==> src/rtl/dsp_cic_dec_if.sv <==
// Sample-stream bundle for dsp_cic_dec: one input sample per clock in, and a
// decimated full-precision / reduced-width result with a one-cycle valid pulse out.
interface dsp_cic_dec_if #(
    parameter int unsigned BIN  = 10,
    parameter int unsigned BOUT = 30,
    parameter int unsigned COUT = 16
);
    logic signed [BIN-1:0]  din;
    logic signed [BOUT-1:0] dout;
    logic signed [COUT-1:0] dout_cut;
    logic                   dout_vld;

    // Sample source / result consumer.
    modport master (
        output din,
        input  dout,
        input  dout_cut,
        input  dout_vld
    );

    // Filter side.
    modport slave (
        input  din,
        output dout,
        output dout_cut,
        output dout_vld
    );
endinterface

==> src/rtl/dsp_cic_dec.sv <==
// N-stage CIC decimator: integrators at clk rate, decimate by R, N comb stages
// with differential delay M. Full-precision dout plus a COUT-bit dout_cut
// reduced by rounding (half up) or truncation (floor).
// Build option: define DSP_CIC_DEC_ROUND_SAT_EN to make a "ROUND" result that
// overflows COUT bits saturate to the largest positive value instead of wrapping.
module dsp_cic_dec #(
    parameter int unsigned R          = 100,
    parameter int unsigned M          = 1,
    parameter int unsigned N          = 3,
    parameter int unsigned BIN        = 10,
    parameter int unsigned COUT       = 16,
    parameter int unsigned BOUT       = BIN + $clog2(longint'(R * M) ** N),
    parameter string       CUT_METHOD = "ROUND"
) (
    input logic           clk,
    input logic           rst,
    dsp_cic_dec_if.slave  bus
);

    localparam int unsigned CntW = $clog2(R);
    localparam int unsigned S    = BOUT - COUT;

    logic [CntW-1:0] cnt_q;
    logic            strobe;

    logic [BOUT-1:0] din_ext;
    logic [BOUT-1:0] integ_q [N];

    logic [BOUT-1:0] comb_in   [N];
    logic [BOUT-1:0] comb_next [N];
    logic [BOUT-1:0] comb_q    [N];
    logic [BOUT-1:0] dly_q     [N][M];
    logic [BOUT-1:0] last_next;

    logic [COUT-1:0] cut_next;
    logic [COUT-1:0] cut_q;
    logic            vld_q;

    // Sign-extend the input to the full accumulator width.
    assign din_ext = BOUT'(bus.din);

    // Strobe on the last count of each decimation period.
    assign strobe = (cnt_q == CntW'(R - 1));

    // Decimation counter: 0..R-1, wraps to 0.
    always_ff @(posedge clk) begin
        if (rst) begin
            cnt_q <= '0;
        end else if (strobe) begin
            cnt_q <= '0;
        end else begin
            cnt_q <= cnt_q + CntW'(1);
        end
    end

    // Integrator cascade; overflow wraps, the combs cancel it exactly.
    always_ff @(posedge clk) begin
        if (rst) begin
            for (int k = 0; k < int'(N); k++) begin
                integ_q[k] <= '0;
            end
        end else begin
            integ_q[0] <= integ_q[0] + din_ext;
            for (int k = 1; k < int'(N); k++) begin
                integ_q[k] <= integ_q[k] + integ_q[k-1];
            end
        end
    end

    // Comb stage inputs and differences, one pipeline register per stage.
    for (genvar k = 0; k < int'(N); k++) begin : g_comb
        if (k == 0) begin : g_first
            assign comb_in[k] = integ_q[N-1];
        end else begin : g_rest
            assign comb_in[k] = comb_q[k-1];
        end
        assign comb_next[k] = comb_in[k] - dly_q[k][M-1];
    end

    assign last_next = comb_next[N-1];

    // Output width reduction, computed from the value about to land in dout.
    if (S == 0) begin : g_cut_pass
        assign cut_next = last_next;
    end else if (CUT_METHOD == "TRUNC") begin : g_cut_trunc
        // Keeping the top COUT bits of a logical shift equals an arithmetic floor shift.
        assign cut_next = COUT'(last_next >> S);
    end else begin : g_cut_round
`ifdef DSP_CIC_DEC_ROUND_SAT_EN
        // One extra bit so a carry out of the rounding add is visible as overflow.
        localparam logic [BOUT:0] HalfW = (BOUT + 1)'(1) << (S - 1);
        logic [COUT:0] rnd_top;
        assign rnd_top  = (COUT + 1)'(({last_next[BOUT-1], last_next} + HalfW) >> S);
        // Adding +half can only overflow upward, so only positive saturation is needed.
        assign cut_next = (rnd_top[COUT] != rnd_top[COUT-1]) ?
                          {1'b0, {(COUT - 1){1'b1}}} : rnd_top[COUT-1:0];
`else
        localparam logic [BOUT-1:0] Half = BOUT'(1) << (S - 1);
        // Sum wraps in BOUT bits, so an overflowing result wraps modulo 2^COUT.
        assign cut_next = COUT'((last_next + Half) >> S);
`endif
    end

    // Comb pipeline, delay lines and output registers advance only on the strobe.
    always_ff @(posedge clk) begin
        if (rst) begin
            for (int k = 0; k < int'(N); k++) begin
                comb_q[k] <= '0;
                for (int j = 0; j < int'(M); j++) begin
                    dly_q[k][j] <= '0;
                end
            end
            cut_q <= '0;
            vld_q <= 1'b0;
        end else begin
            vld_q <= strobe;
            if (strobe) begin
                for (int k = 0; k < int'(N); k++) begin
                    comb_q[k]   <= comb_next[k];
                    dly_q[k][0] <= comb_in[k];
                    for (int j = 1; j < int'(M); j++) begin
                        dly_q[k][j] <= dly_q[k][j-1];
                    end
                end
                cut_q <= cut_next;
            end
        end
    end

    assign bus.dout     = comb_q[N-1];
    assign bus.dout_cut = cut_q;
    assign bus.dout_vld = vld_q;

endmodule

==> src/flat_wrapper.sv <==
// flat-port wrapper written by rule: the top's interface ports become plain ports
module dsp_cic_dec_flat 
#(
    parameter int unsigned R          = 100,
    parameter int unsigned M          = 1,
    parameter int unsigned N          = 3,
    parameter int unsigned BIN        = 10,
    parameter int unsigned COUT       = 16,
    parameter int unsigned BOUT       = BIN + $clog2(longint'(R * M) ** N),
    parameter string       CUT_METHOD = "     "
)
  (clk, rst, bus_din, bus_dout, bus_dout_cut, bus_dout_vld);
  dsp_cic_dec_if #(.BIN(BIN), .BOUT(BOUT), .COUT(COUT)) bus_i ();
  input logic clk;
  input logic rst;
  input wire logic [$bits(bus_i.din)-1:0] bus_din;
  output wire logic [$bits(bus_i.dout)-1:0] bus_dout;
  output wire logic [$bits(bus_i.dout_cut)-1:0] bus_dout_cut;
  output wire logic [$bits(bus_i.dout_vld)-1:0] bus_dout_vld;
  assign bus_i.din = bus_din;
  assign bus_dout = bus_i.dout;
  assign bus_dout_cut = bus_i.dout_cut;
  assign bus_dout_vld = bus_i.dout_vld;
  dsp_cic_dec #(.R(R), .M(M), .N(N), .BIN(BIN), .COUT(COUT), .BOUT(BOUT), .CUT_METHOD(CUT_METHOD)) u_core (.clk(clk), .rst(rst), .bus(bus_i));
endmodule
==> config.mk <==
export PLATFORM = sky130hd
export DESIGN_NAME = dsp_cic_dec_flat
export DESIGN_NICKNAME = d
export VERILOG_FILES = /design/src/rtl/dsp_cic_dec_if.sv /design/src/rtl/dsp_cic_dec.sv /design/src/flat_wrapper.sv
export SDC_FILE = /design/constraint.sdc
export NUM_CORES = 1
export LEC_CHECK = 0
export CORE_ASPECT_RATIO = 0.8
export CORE_MARGIN = 3
export CORE_UTILIZATION = 51
export CTS_CLUSTER_DIAMETER = 120
export DETAILED_ROUTE_END_ITERATION = 10
export GPL_TIMING_DRIVEN = 0
export HOLD_SLACK_MARGIN = 0.02
export PLACE_DENSITY = 0.76
export SKIP_LAST_GASP = 1
export SLEW_MARGIN = 20
export SYNTH_ARGS = -nofsm -noshare
export SYNTH_HDL_FRONTEND = slang
export SYNTH_SLANG_ARGS = --single-unit
==> constraint.sdc <==
create_clock -name clk -period 7.8 [get_ports clk]
set_input_delay 1.17 -clock clk [delete_from_list [all_inputs] [get_ports clk]]
set_output_delay 1.17 -clock clk [all_outputs]
set_load 0.02 [all_outputs]
# == Word level (Yosys, flattened, before mapping) ==
# Memories as Yosys holds them, arrays and structs flattened.
# Index checks and enable logic that the tools add are counted.
# totals
ramBits,270
input_bits,12
mem_count,3
elab_cells,40
ff_bits,24
# classes
mux,15
reduce_logical,1
n_bitwise,9
n_eq_ne,1
add_sub_neg,8
# mem_list
memory,words,width,rd,rd_clocked_by_memory_dff,wr,line_no,source
u_core.comb_q,3,30,3,0,3,dsp_cic_dec.sv:31,logic [BOUT-1:0] comb_q [N];
u_core.dly_q,3,30,3,0,3,dsp_cic_dec.sv:32,logic [BOUT-1:0] dly_q [N][M];
u_core.integ_q,3,30,3,0,3,dsp_cic_dec.sv:27,logic [BOUT-1:0] integ_q [N];
# ops
operator,n
$mux 30,9
$add 30x30->30,3
$sub 30x30->30,3
$add 30x14->30 const B,1
$or 1x1->1,9
$add 7x1->7 const B,1
$eq 7x7->1 const B,1
$mux 1,6
$reduce_or 2->1,1

# == Logic depth before layout (Yosys ltp) ==
# logic_depth
word_depth,5
depth_mapped,16

# == Worst setup path before layout ==
# OpenSTA, ideal clock, no wires.
# synth_timing
kind,input -> register
from,input port rst
to,memory u_core.comb_q[0][0] (enable)
n_path_buf,1
t_arrival_ns,5.116
setup_slack_ns,2.148
stages,3
cell_sequence,clkbuf_1 > nor2_1 > inv_1
# synth_rtl
element,line_no,source
start: declaration,flat_wrapper.sv:15,input logic rst;
end: declaration,dsp_cic_dec.sv:31,

==> results.toml <==
[cts]
cts_buffers = 30
path_clk_slew_ns = 0.06
holdBufCountCts = 0
clk_latency_ns = 0.57
cts_sinks = 294
root_buffer = "clkbuf_16"
cts_resized = 0
cts_max_level = 1
postCtsSetupRepairBufs = 0
cts_tree = "yes"
cts_buffer_depth = 3

[synth]
synthCells = 1969
synthFlopType = "edfxtp_1"
synthArstFlopShare = 0
synthAdderAreaFrac = 0.1246
synth-simple-area-share = 0.1772
synth_nets = 2163
avgSynthCellArea_um2 = 9.463
yosysSeqAreaShare = 0.4126
synthMuxAreaShare = 0.002820
netlist_area_mm2 = 0.01863
synth_edf_count = 180
synth_top_family_by_area = "simple AND/OR/NAND/NOR gates"
synth_compound_area_frac = 0.1758
yosysUniqueCellTypes = 72
post_synth_xor_area_fraction = 0.06755
ys_ff_latch = 294
synth_warnings = 0

[timing]
hold_violations = 0
rsz0062_at_grt = "false"
timing.fmax_mhz = 227.7
fin_setup_tns_ns = 0
post-route-period-util = 0.5631
worstMarginPinSlew_ns = 0.9841
layout_min_cycle_time_ns = 4.392
maxSlewHeadroom = 0.3440
slew_violations = 0
whs_ns = 0.4395
fin_worst_skew_ns = 0.01209
setup_violations = 0
layout_setup_ws_ns = 3.408

[final_layout]
postLayoutCellArea_mm2 = 0.02087
drive_gt1_frac = 0.03887
fin_cells = 2556
nFillCells = 2989
area_growth_pct = 11.99
seq_area_mm2 = 0.007687
fin_util = 0.5892
antenna_cells = 0
fin_nets = 2254
multi_input_area_mm2 = 0.01021

[routing]
ant_nets = 0
wl_met2_um = 17720
vias = 14290
first_iter_violations = 942
drc = 0
m1WireLength_um = 18160
topRoutingLayerUsed = "met4"
routed_via_density = 5.590
routedWlPerCell_um = 14.97
routed_wl_um = 38260
wl_met3_um = 1604
dr.pass1.iters = 5

[die]
die_area_mm2 = 0.03888
die_height_um = 177.0
die_x_um = 219.7
core_area_mm2 = 0.03541
pin_count = 59
start_util = 0.5261
rows = 61

[pwr]
leakage_nw = 9.043
power.total_mw = 6.053
power_density_mw_per_mm2 = 290.1
vdd_drop_max_mv = 0.2109

[worst_hold_path]
hold_class = "reg2reg"

[worst_setup_path]
cp-end-kind = "flip-flop"
path_max_fanout = 21
critPathLaunchType = "input port"
arrival_ns = 4.82
required_ns = 8.23
worstSetupPathType = "in2reg"

[run_status]
run_status = "complete, no violations"

[grt]
grt_max_degree = 98
grt_pass1_vias = 13320
antenna_found_initial = 0
grt.total_usage = 0.1953
grt_pass1_wl_um = 63210
overflow = 0

[place]
dp_hpwl_um = 28500
gp_congestion = 0.8900
pre_cts_ws_ns = 2.891
placed_area_mm2 = 0.01984
io_buffers = 58
dp_cells = 2500

[flow_run]
maxCapViolCount = 0
## Yosys cell counts (5+ instances only)
cell type,n,area share
dfxtp_1,114,0.12
o221ai_1,6,0.0028
nand3b_1,6,0.0024
o21ai_0,87,0.023
a41oi_1,6,0.0028
a21o_1,93,0.037
ha_1,176,0.12
clkbuf_1,39,0.0079
o21bai_1,16,0.0064
o21a_1,24,0.0097
fa_1,6,0.0064
nand2_1,84,0.017
xor2_1,62,0.029
a221oi_1,6,0.0028
and3_1,32,0.011
nand3_1,44,0.012
inv_1,148,0.030
or3_1,13,0.0044
nor3_1,37,0.0099
a31oi_1,18,0.0060
nor2b_1,29,0.0097
and4_1,6,0.0028
buf_1,5,0.0010
a21oi_1,128,0.034
nor4_1,9,0.0030
or2_2,8,0.0027
and2_1,102,0.034
o2111ai_1,9,0.0042
nand2b_1,25,0.0084
a211oi_1,30,0.012
o211ai_1,17,0.0068
nor3b_1,12,0.0048
nand4_1,15,0.0050
nor2_1,220,0.044
edfxtp_1,180,0.29
xnor2_1,78,0.037
a311oi_1,10,0.0047
## power breakdown
group          switching, mW  internal [mW]
registers              0.184           1.88
clock network          0.604          0.867
logic                   1.41           1.11
## registers in the layout, indices dropped and copies added (netlist names)
register             cells
u_core.dly_q            90
u_core.cnt_q             7
u_core.bus.dout_cut     16
u_core.bus.dout_vld      1
u_core.comb_q           90
u_core.integ_q          90
## routing by layer
metal / global-route usage / vias up
met5: 0 / -
met4: 0.04747 / 0
met3: 0.02660 / 60
met2: 0.3354 / 320
met1: 0.2625 / 6609
li1: - / 7300
## cells in the final DEF (no fill, tap or decap), types with 7 or more instances in the layout
cell               n
o2111ai_1          9
clkbuf_16         32
ha_1             176
o211ai_1          17
nor3b_1           12
a311oi_1          10
clkbuf_1          42
nand2b_1          25
nor3_1            37
dfxtp_1          114
nor4_1             9
clkinv_2           7
nor2_1           220
and2_1           102
a211oi_1          30
nand3_1           44
a31oi_1           18
a21o_1            93
o21bai_1          16
nand4_1           15
or2_2              8
o21a_1            24
edfxtp_1         180
or3_1             13
xnor2_1           78
a21oi_1          128
inv_1            147
and3_1            32
xor2_1            62
clkdlybuf4s50_1   58
o21ai_0           87
nor2b_1           29
nand2_1           84
## cell type report
type / instances / share of cell area
well taps: 472 / 0.02830
clock inverters: 15 / 0.006416
repair buffers: 59 / 0.02914
plain buffers: 46 / 0.008394
clock buffers: 41 / 0.04287
flip-flops and latches: 294 / 0.3684
multi-input cells: 1480 / 0.4893
inverters: 149 / 0.02716
## cell families after synthesis
family,Yosys count
buffers and inverters,195
and+or+nand+nor,655
adders and majority gates,182
AOI/OAI and AO/OA,496
xor gates and xnor gates,142
DFF,294
muxes,5
## worst max-delay path, cell delays in order
cell and delay (ns):
clkdlybuf4s50_1 0.91, ha_1 0.62, a21o_1 0.18, a21o_1 0.17, a21oi_1 0.20, o31a_1 0.14, o21ai_0 0.22, a2111oi_0 0.64
o21bai_1 0.17, a21oi_1 0.20, xnor2_1 0.14, nor2_1 0.05
## path summary, 6_finish.rpt
kind | startpoint | to | slack [ns] | cells after the start
max | bus_din[9] | u_core.integ_q[0][23] | 3.41 | 12
min | u_core.cnt_q[0] | u_core.cnt_q[0] | 0.44 | 1
max reg2reg | u_core.comb_q[0][30] | u_core.bus.dout_cut[15] | 3.81 | 13
min reg2reg | u_core.cnt_q[0] | u_core.cnt_q[0] | 0.44 | 1
Note: power is estimated with default switching activity, not from simulation.
